===== config.mk =====
export PLATFORM = sky130hd
export DESIGN_NAME = serial_reg_bridge
export DESIGN_NICKNAME = d
export VERILOG_FILES = /design/src/rtl/serial_reg_bridge_pkg.sv /design/src/rtl/serial_reg_bridge_timeout.sv /design/src/rtl/serial_reg_bridge.sv
export SDC_FILE = /design/constraint.sdc
export NUM_CORES = 1
export LEC_CHECK = 0
export CORE_ASPECT_RATIO = 1.75
export CORE_UTILIZATION = 54
export DETAILED_ROUTE_END_ITERATION = 8
export PLACE_DENSITY = 0.87
export SYNTH_ARGS = -nofsm -noshare
export SYNTH_HDL_FRONTEND = slang
export SYNTH_SLANG_ARGS = --single-unit

===== constraint.sdc =====
create_clock -name clk -period 5.05 [get_ports clk]
set_input_delay 1.01 -clock clk [delete_from_list [all_inputs] [get_ports clk]]
set_output_delay 1.01 -clock clk [all_outputs]
set_load 0.05 [all_outputs]

===== src/rtl/serial_reg_bridge_pkg.sv =====
// serial_reg_bridge_pkg: shared constants and FSM state encoding
// for the serial command bridge and its timeout counter.
package serial_reg_bridge_pkg;

   localparam logic [7:0] CMD_WRITE = 8'h57;
   localparam logic [7:0] CMD_READ  = 8'h52;
   localparam logic [7:0] RSP_ACK   = 8'h4B;
   localparam logic [7:0] RSP_ERR   = 8'h3F;

   typedef enum logic [2:0] {
      IDLE,
      W_ADDR,
      W_DATA,
      R_ADDR,
      REPLY
   } state_t;

endpackage


===== src/rtl/serial_reg_bridge_timeout.sv =====
// serial_byte_timeout: idle-cycle counter between command bytes.
// Ports: clk, rst, clr (restart count), en (counting), expired (strobe).
module serial_byte_timeout #(
   parameter int TIMEOUT_CYCLES = 50000000
) (
   input  logic clk,
   input  logic rst,
   input  logic clr,
   input  logic en,
   output logic expired
);

   localparam int CW = $clog2(TIMEOUT_CYCLES + 1);
   localparam logic [CW-1:0] LAST = CW'(TIMEOUT_CYCLES - 1);

   logic [CW-1:0] count;

   always_ff @(posedge clk or posedge rst) begin
      if (rst) begin
         count <= '0;
      end else if (clr) begin
         count <= '0;
      end else if (en) begin
         count <= (count == LAST) ? '0 : count + CW'(1);
      end
   end

   // A clear in the same cycle wins over expiry (a byte beats the timeout).
   assign expired = en && !clr && (count == LAST);

endmodule


===== src/rtl/serial_reg_bridge.sv =====
// serial_reg_bridge: parses 'W' addr data / 'R' addr byte commands,
// owns an 8-bit register file and returns one reply byte per command.
// Ports: clk, rst, rx_data/new_rx_data (in), tx_data/new_tx_data/tx_busy,
// reg_out (flattened regs), wr_stb/wr_addr (write notify), err (sticky).
module serial_reg_bridge
   import serial_reg_bridge_pkg::*;
#(
   parameter int NUM_REGS       = 8,
   parameter int ADDR_W         = 3,
   parameter int TIMEOUT_CYCLES = 50000000
) (
   input  logic                  clk,
   input  logic                  rst,
   input  logic [7:0]            rx_data,
   input  logic                  new_rx_data,
   output logic [7:0]            tx_data,
   output logic                  new_tx_data,
   input  logic                  tx_busy,
   output logic [8*NUM_REGS-1:0] reg_out,
   output logic                  wr_stb,
   output logic [ADDR_W-1:0]     wr_addr,
   output logic                  err
);

   state_t     state;
   logic [7:0] addr_q;
   logic [7:0] reply_q;
   logic [7:0] rd_val;
   logic       rx_ok;
   logic       addr_ok;
   logic       tmo_en;
   logic       tmo_clr;
   logic       expired;

   assign tmo_en  = (state == W_ADDR) || (state == W_DATA) ||
                    (state == R_ADDR);
   assign tmo_clr = new_rx_data || !tmo_en;

   serial_byte_timeout #(
      .TIMEOUT_CYCLES(TIMEOUT_CYCLES)
   ) u_timeout (
      .clk    (clk),
      .rst    (rst),
      .clr    (tmo_clr),
      .en     (tmo_en),
      .expired(expired)
   );

   // Range checks use the whole address byte so aliases are rejected.
   assign rx_ok   = {1'b0, rx_data} < 9'(NUM_REGS);
   assign addr_ok = {1'b0, addr_q} < 9'(NUM_REGS);

   always_comb begin
      rd_val = '0;
      for (int k = 0; k < NUM_REGS; k++) begin
         if (rx_data == 8'(k)) rd_val = reg_out[8*k +: 8];
      end
   end

   always_ff @(posedge clk or posedge rst) begin
      if (rst) begin
         state       <= IDLE;
         addr_q      <= '0;
         reply_q     <= '0;
         tx_data     <= '0;
         new_tx_data <= 1'b0;
         reg_out     <= '0;
         wr_stb      <= 1'b0;
         wr_addr     <= '0;
         err         <= 1'b0;
      end else begin
         new_tx_data <= 1'b0;
         wr_stb      <= 1'b0;
         unique case (state)
            IDLE: begin
               if (new_rx_data) begin
                  if (rx_data == CMD_WRITE) begin
                     state <= W_ADDR;
                  end else if (rx_data == CMD_READ) begin
                     state <= R_ADDR;
                  end else begin
                     reply_q <= RSP_ERR;
                     err     <= 1'b1;
                     state   <= REPLY;
                  end
               end
            end
            W_ADDR: begin
               if (new_rx_data) begin
                  addr_q <= rx_data;
                  state  <= W_DATA;
               end else if (expired) begin
                  state <= IDLE;
               end
            end
            W_DATA: begin
               if (new_rx_data) begin
                  if (addr_ok) begin
                     for (int k = 0; k < NUM_REGS; k++) begin
                        if (addr_q == 8'(k)) reg_out[8*k +: 8] <= rx_data;
                     end
                     wr_stb  <= 1'b1;
                     wr_addr <= ADDR_W'(addr_q);
                     reply_q <= RSP_ACK;
                  end else begin
                     reply_q <= RSP_ERR;
                     err     <= 1'b1;
                  end
                  state <= REPLY;
               end else if (expired) begin
                  state <= IDLE;
               end
            end
            R_ADDR: begin
               if (new_rx_data) begin
                  if (rx_ok) begin
                     reply_q <= rd_val;
                  end else begin
                     reply_q <= RSP_ERR;
                     err     <= 1'b1;
                  end
                  state <= REPLY;
               end else if (expired) begin
                  state <= IDLE;
               end
            end
            REPLY: begin
               // Bytes arriving while a reply is pending are discarded.
               if (new_rx_data) err <= 1'b1;
               if (!tx_busy) begin
                  tx_data     <= reply_q;
                  new_tx_data <= 1'b1;
                  state       <= IDLE;
               end
            end
            default: state <= IDLE;
         endcase
      end
   end

endmodule


Yosys cells after proc, flatten, opt, wreduce, memory -nomap -nowiden. Index checks and enable logic that the tools add are counted.

Input bits: 12. Bits in registers: 123. Output and inout port bits: 78.

Order comparisons: 2. Multiplexer cells: 41. Add/subtract/negate cells: 1. Bitwise logic cells: 1. Equality and inequality tests: 30. Reductions and logical operators: 28.

Operator list (count): $mux 8 (14); $mux 26 (3); $eq 8x3->1 const B (8); $eq 8x2->1 const B (4); $reduce_and 4->1 (8); $add 26x1->26 const B (1); $eq 26x26->1 const B (1); $pmux 8 s3 (1); $mux 3 (7); $ne 2x2->1 const B (9); $eq 8x1->1 const B (2); $eq 8x7->1 const B (2); $logic_not 8->1 (2); $lt 8x4->1 const B (2); $mux 1 (13); $pmux 3 s4 (1); $reduce_and 9->1 (1); $mux 7 (1); $eq 3x2->1 const B (2); $reduce_and 2->1 (3); $reduce_and 6->1 (1); $pmux 1 s4 (1); $reduce_bool 4->1 (1); $eq 3x1->1 const B (1); 10 further kinds (14).

Longest topological paths before layout.
Depth in word-level cells: 12. Depth in mapped cells: 8.

Hierarchy. From an unflattened synthesis, not the netlist that was laid out.

Cell total of the unflattened synthesis: 572. Area, all modules: 6312.3 um^2.

By module, submodules not included: serial_reg_bridge (cells an instance 361, times used 1, area each 4558.1 um^2); serial_byte_timeout (cells an instance 211, times used 1, area each 1754.2 um^2).

Worst setup path before layout. OpenSTA, ideal clock, no wires.

Kind: input to register. Start point: input port new_rx_data. End point: register reg_out[32]. Stages on the path: 7. Buffers on the path: 2. Slack: 2423 ps. Arrival: 2502 ps. Required time: 4925 ps. Cells stage by stage: nor2b_1 > and2_1 > clkbuf_2 > nand2_4 > or4b_4 > buf_6 > mux2_4.

Cells in the longest elaborated chain, start to end: 1.

Ends and longest elaborated chain: from (decl) (RTL line serial_reg_bridge.sv:15) `input logic new_rx_data,`; $reduce_and 4->1 (no source line); to (signal, indexed assignment) (RTL line serial_reg_bridge.sv:100) `if (addr_q == 8'(k)) reg_out[8*k +: 8] <= rx_data;`; to (decl) (RTL line serial_reg_bridge.sv:19) `output logic [8*NUM_REGS-1:0] reg_out,`.

No other way between the ends. A chain may end at the register's enable or synchronous reset.

Worst setup path after layout.
Start point: input port rx_data[0]. End point: register reply_q[4].

Cells in the longest elaborated chain, start to end: 12. Elaborated cells on any way between the ends: 25.

Ends and longest elaborated chain: from (decl) (RTL line serial_reg_bridge.sv:14) `input logic [7:0] rx_data,`; $logic_not 8->1 (RTL line serial_reg_bridge.sv:56) `if (rx_data == 8'(k)) rd_val = reg_out[8*k +: 8];`; $mux 8 (8 in series) (RTL line serial_reg_bridge.sv:56); $mux 8 (RTL line serial_reg_bridge.sv:116) `if (rx_ok) begin`; $mux 8 (RTL line serial_reg_bridge.sv:115) `if (new_rx_data) begin`; $pmux 8 s3 (RTL line serial_reg_bridge.sv:74) `unique case (state)`; to (signal assigned) (RTL line serial_reg_bridge.sv:117) `reply_q <= rd_val;`; to (decl) (RTL line serial_reg_bridge.sv:27) `logic [7:0] reply_q;`.

Several ways; a longest one is shown, not always the timed one. The select of a mux whose other input is x is not followed.

==> run metrics <==
Die Area 11200 um^2; largest net degree at the start of global routing 60; Final period util 62.9%; Finished Core Util 71.6%; clk_lat worst skew 0.42 ns; Mapped Nets 508; commonest non-fill, non-tap cell in the layout dfrtp_1; Net count, final 591; Final min period 3.18 ns; clk sinks 123; critical path capture point type register; Setup TNS Final 0 ns; layout cells sized above 1 22.2%; ys async rst share 100%; Yosys top cell area share 52.7%; initial core utilization 56.0%; Yosys top cell by area dfrtp_1; Top Ports 90; Post-synth top flop dfrtp_1; Syn Inst Count 495; # hold bufs at CTS 0; VDD IR max 0.292 mV; Die Ht 140 um; RSZ-0062 raised after global routing false; root buffer selected by CTS clkbuf_16; H-tree Lvls 4; total global routing overflow 0; clk buf depth 2; Worst Path Required 5.36 ns; Worst-Margin Slew 1.21 ns; Fillers 694; Vias 4412; Clock Pin Slew Worst Setup and Hold Paths 0.06 ns; syn avg cell area 11.8 um^2; most frequent cells in the layout dfrtp_1 (123), clkdlybuf4s50_1 (89), mux2_2 (64); Max-slew headroom 18.3%; maxcap violations 0; Static Leakage 0.00325 uW; core area 10400 um^2; status complete, no violations; DRT Pass-1 Iters 4; Slew Limit Fails 0; CTS tree yes; Fmax 315 MHz; GRT Total Usage 29.2%; Area Overhead vs Synth 27.8%; Wirelength per Cell 21.3 um; drt drc 0; post-route ant nets 0; clk_skew 0.00844 ns; cts bufs inserted 17; number of synthesized flops with an enable pin 0; detailed placement HPWL 10500 um; mapped cell area 5840 um^2; gpl congestion 0.885; first-pass GRT wire length 24200 um; postcts setup bufs 0; WL final 15300 um; First DRT Iteration DRCs 282; pwr/cell area 335 nW/um^2; # port buffers 89; critical path startpoint category input pin; sequential fraction of the synthesis area 52.7%; CP max FO 24; post-synth cell types 60; final hold vios 0; # resized after CTS 0; site row count 49; #FFs+latches synth 123; multi-input logic area 2580 um^2; initial antenna violation count 0; WS Path Type in -> reg; ANT cells 0; die width 80.6 um; vias in the first global route 4648; main area contributors after synthesis dfrtp_1 (53%), mux2_2 (12%), mux2_4 (4.1%); Setup-failing EPs final 0; register area 3080 um^2; Hold Path Class reg -> reg; Yosys warning total 0; WP data arrival 3.48 ns; via density per instance 6.15
through the flow:
step | instance area [um^2] | instances | worst slack (ns) | total power, uW | hold WS [ns]
2_1_floorplan | 5840 | 495 | 0.769 | 1100 | 0.450
4_1_cts | 7460 | 717 | 1.99 | 2510 | 0.495
3_3_place_gp | 6790 | 686 | 1.58 | 1140 | 0.473
5_1_grt | 7460 | 717 | 1.88 | 2570 | 0.525
3_5_place_dp | 6790 | 686 | 1.54 | 1150 | 0.485
6_report | 7460 | 717 | 1.87 | 2500 | 0.491
cell type report:
class	instances	share of cell area, %
clock buffer	21	6.44
tap	127	2.13
inverter	12	0.637
timing repair buffer	94	12.4
clock inverter	10	2.52
multi-input combinational	330	34.6
sequential	123	41.3
metal layers:
layer	vias to the layer above	track usage, %	part of all wire, %
met4	0	14.3	4.2
li1	1930	-	-
met2	198	50.6	55
met1	2229	31.3	36
met3	55	9.11	5.5
met5	-	0	0
cells in the mapped netlist, types with 3 or more instances:
library cell and n:
dfrtp_1 123, mux2_2 64, nor2_1 49, nand2_1 27, clkbuf_1 19, nand3_1 18
mux2_4 16, xor2_1 15, a21oi_1 11, inv_1 11, mux2i_1 10, nand3b_1 9
o211ai_1 9, o21ai_0 9, xnor2_1 9, nand4_1 8, nand2b_1 6, nor2b_1 6
and3_1 5, o22ai_1 4, and2_1 3, and4_1 3, buf_1 3, buf_2 3
buf_4 3, mux4_2 3, nor3_1 3, nor4_1 3, o21a_1 3, or4_1 3
critical path, cell delays in order:
cell and delay (ns):
clkdlybuf4s50_1 0.95, buf_4 0.38, nand2b_1 0.39, o32ai_1 0.13
a21oi_1 0.23, o221ai_1 0.23, o21a_1 0.16
cells by family after synthesis:
group | count (synthesis) | synth area share [%]
and+or+nand+nor | 154 | 14.2
adders and majority gates | 1 | 0.214
DFF | 123 | 52.7
xor gates and xnor gates | 24 | 3.60
buffers and inverters | 42 | 3.11
muxes | 93 | 19.3
AOI/OAI and AO/OA | 58 | 6.82
state kept, by name (all words and copies together) (netlist names):
name             count
reg_out             64
u_timeout.count     26
addr_q               8
reply_q              8
tx_data              8
state                3
wr_addr              3
err                  1
new_tx_data          1
wr_stb               1
where the power goes:
part | total, uW | internal [uW] | switching (uW)
clock network | 1370 | 925 | 442
registers | 1010 | 995 | 10.8
logic | 126 | 41.6 | 84.7
worst paths after layout:
path	cells after the start	start	slack, ns	to
worst max-delay path	7	rx_data[0]	1.87	reply_q[4]
worst min-delay path	1	u_timeout.count[0]	0.49	u_timeout.count[0]
worst max register to register	5	addr_q[7]	2.58	reg_out[17]
worst min register to register	1	u_timeout.count[0]	0.49	u_timeout.count[0]
max in group asynchronous	3	rst	3.05	reg_out[36]
min in group asynchronous	2	rst	1.07	tx_data[3]
Note: power is estimated with default switching activity, not from simulation.
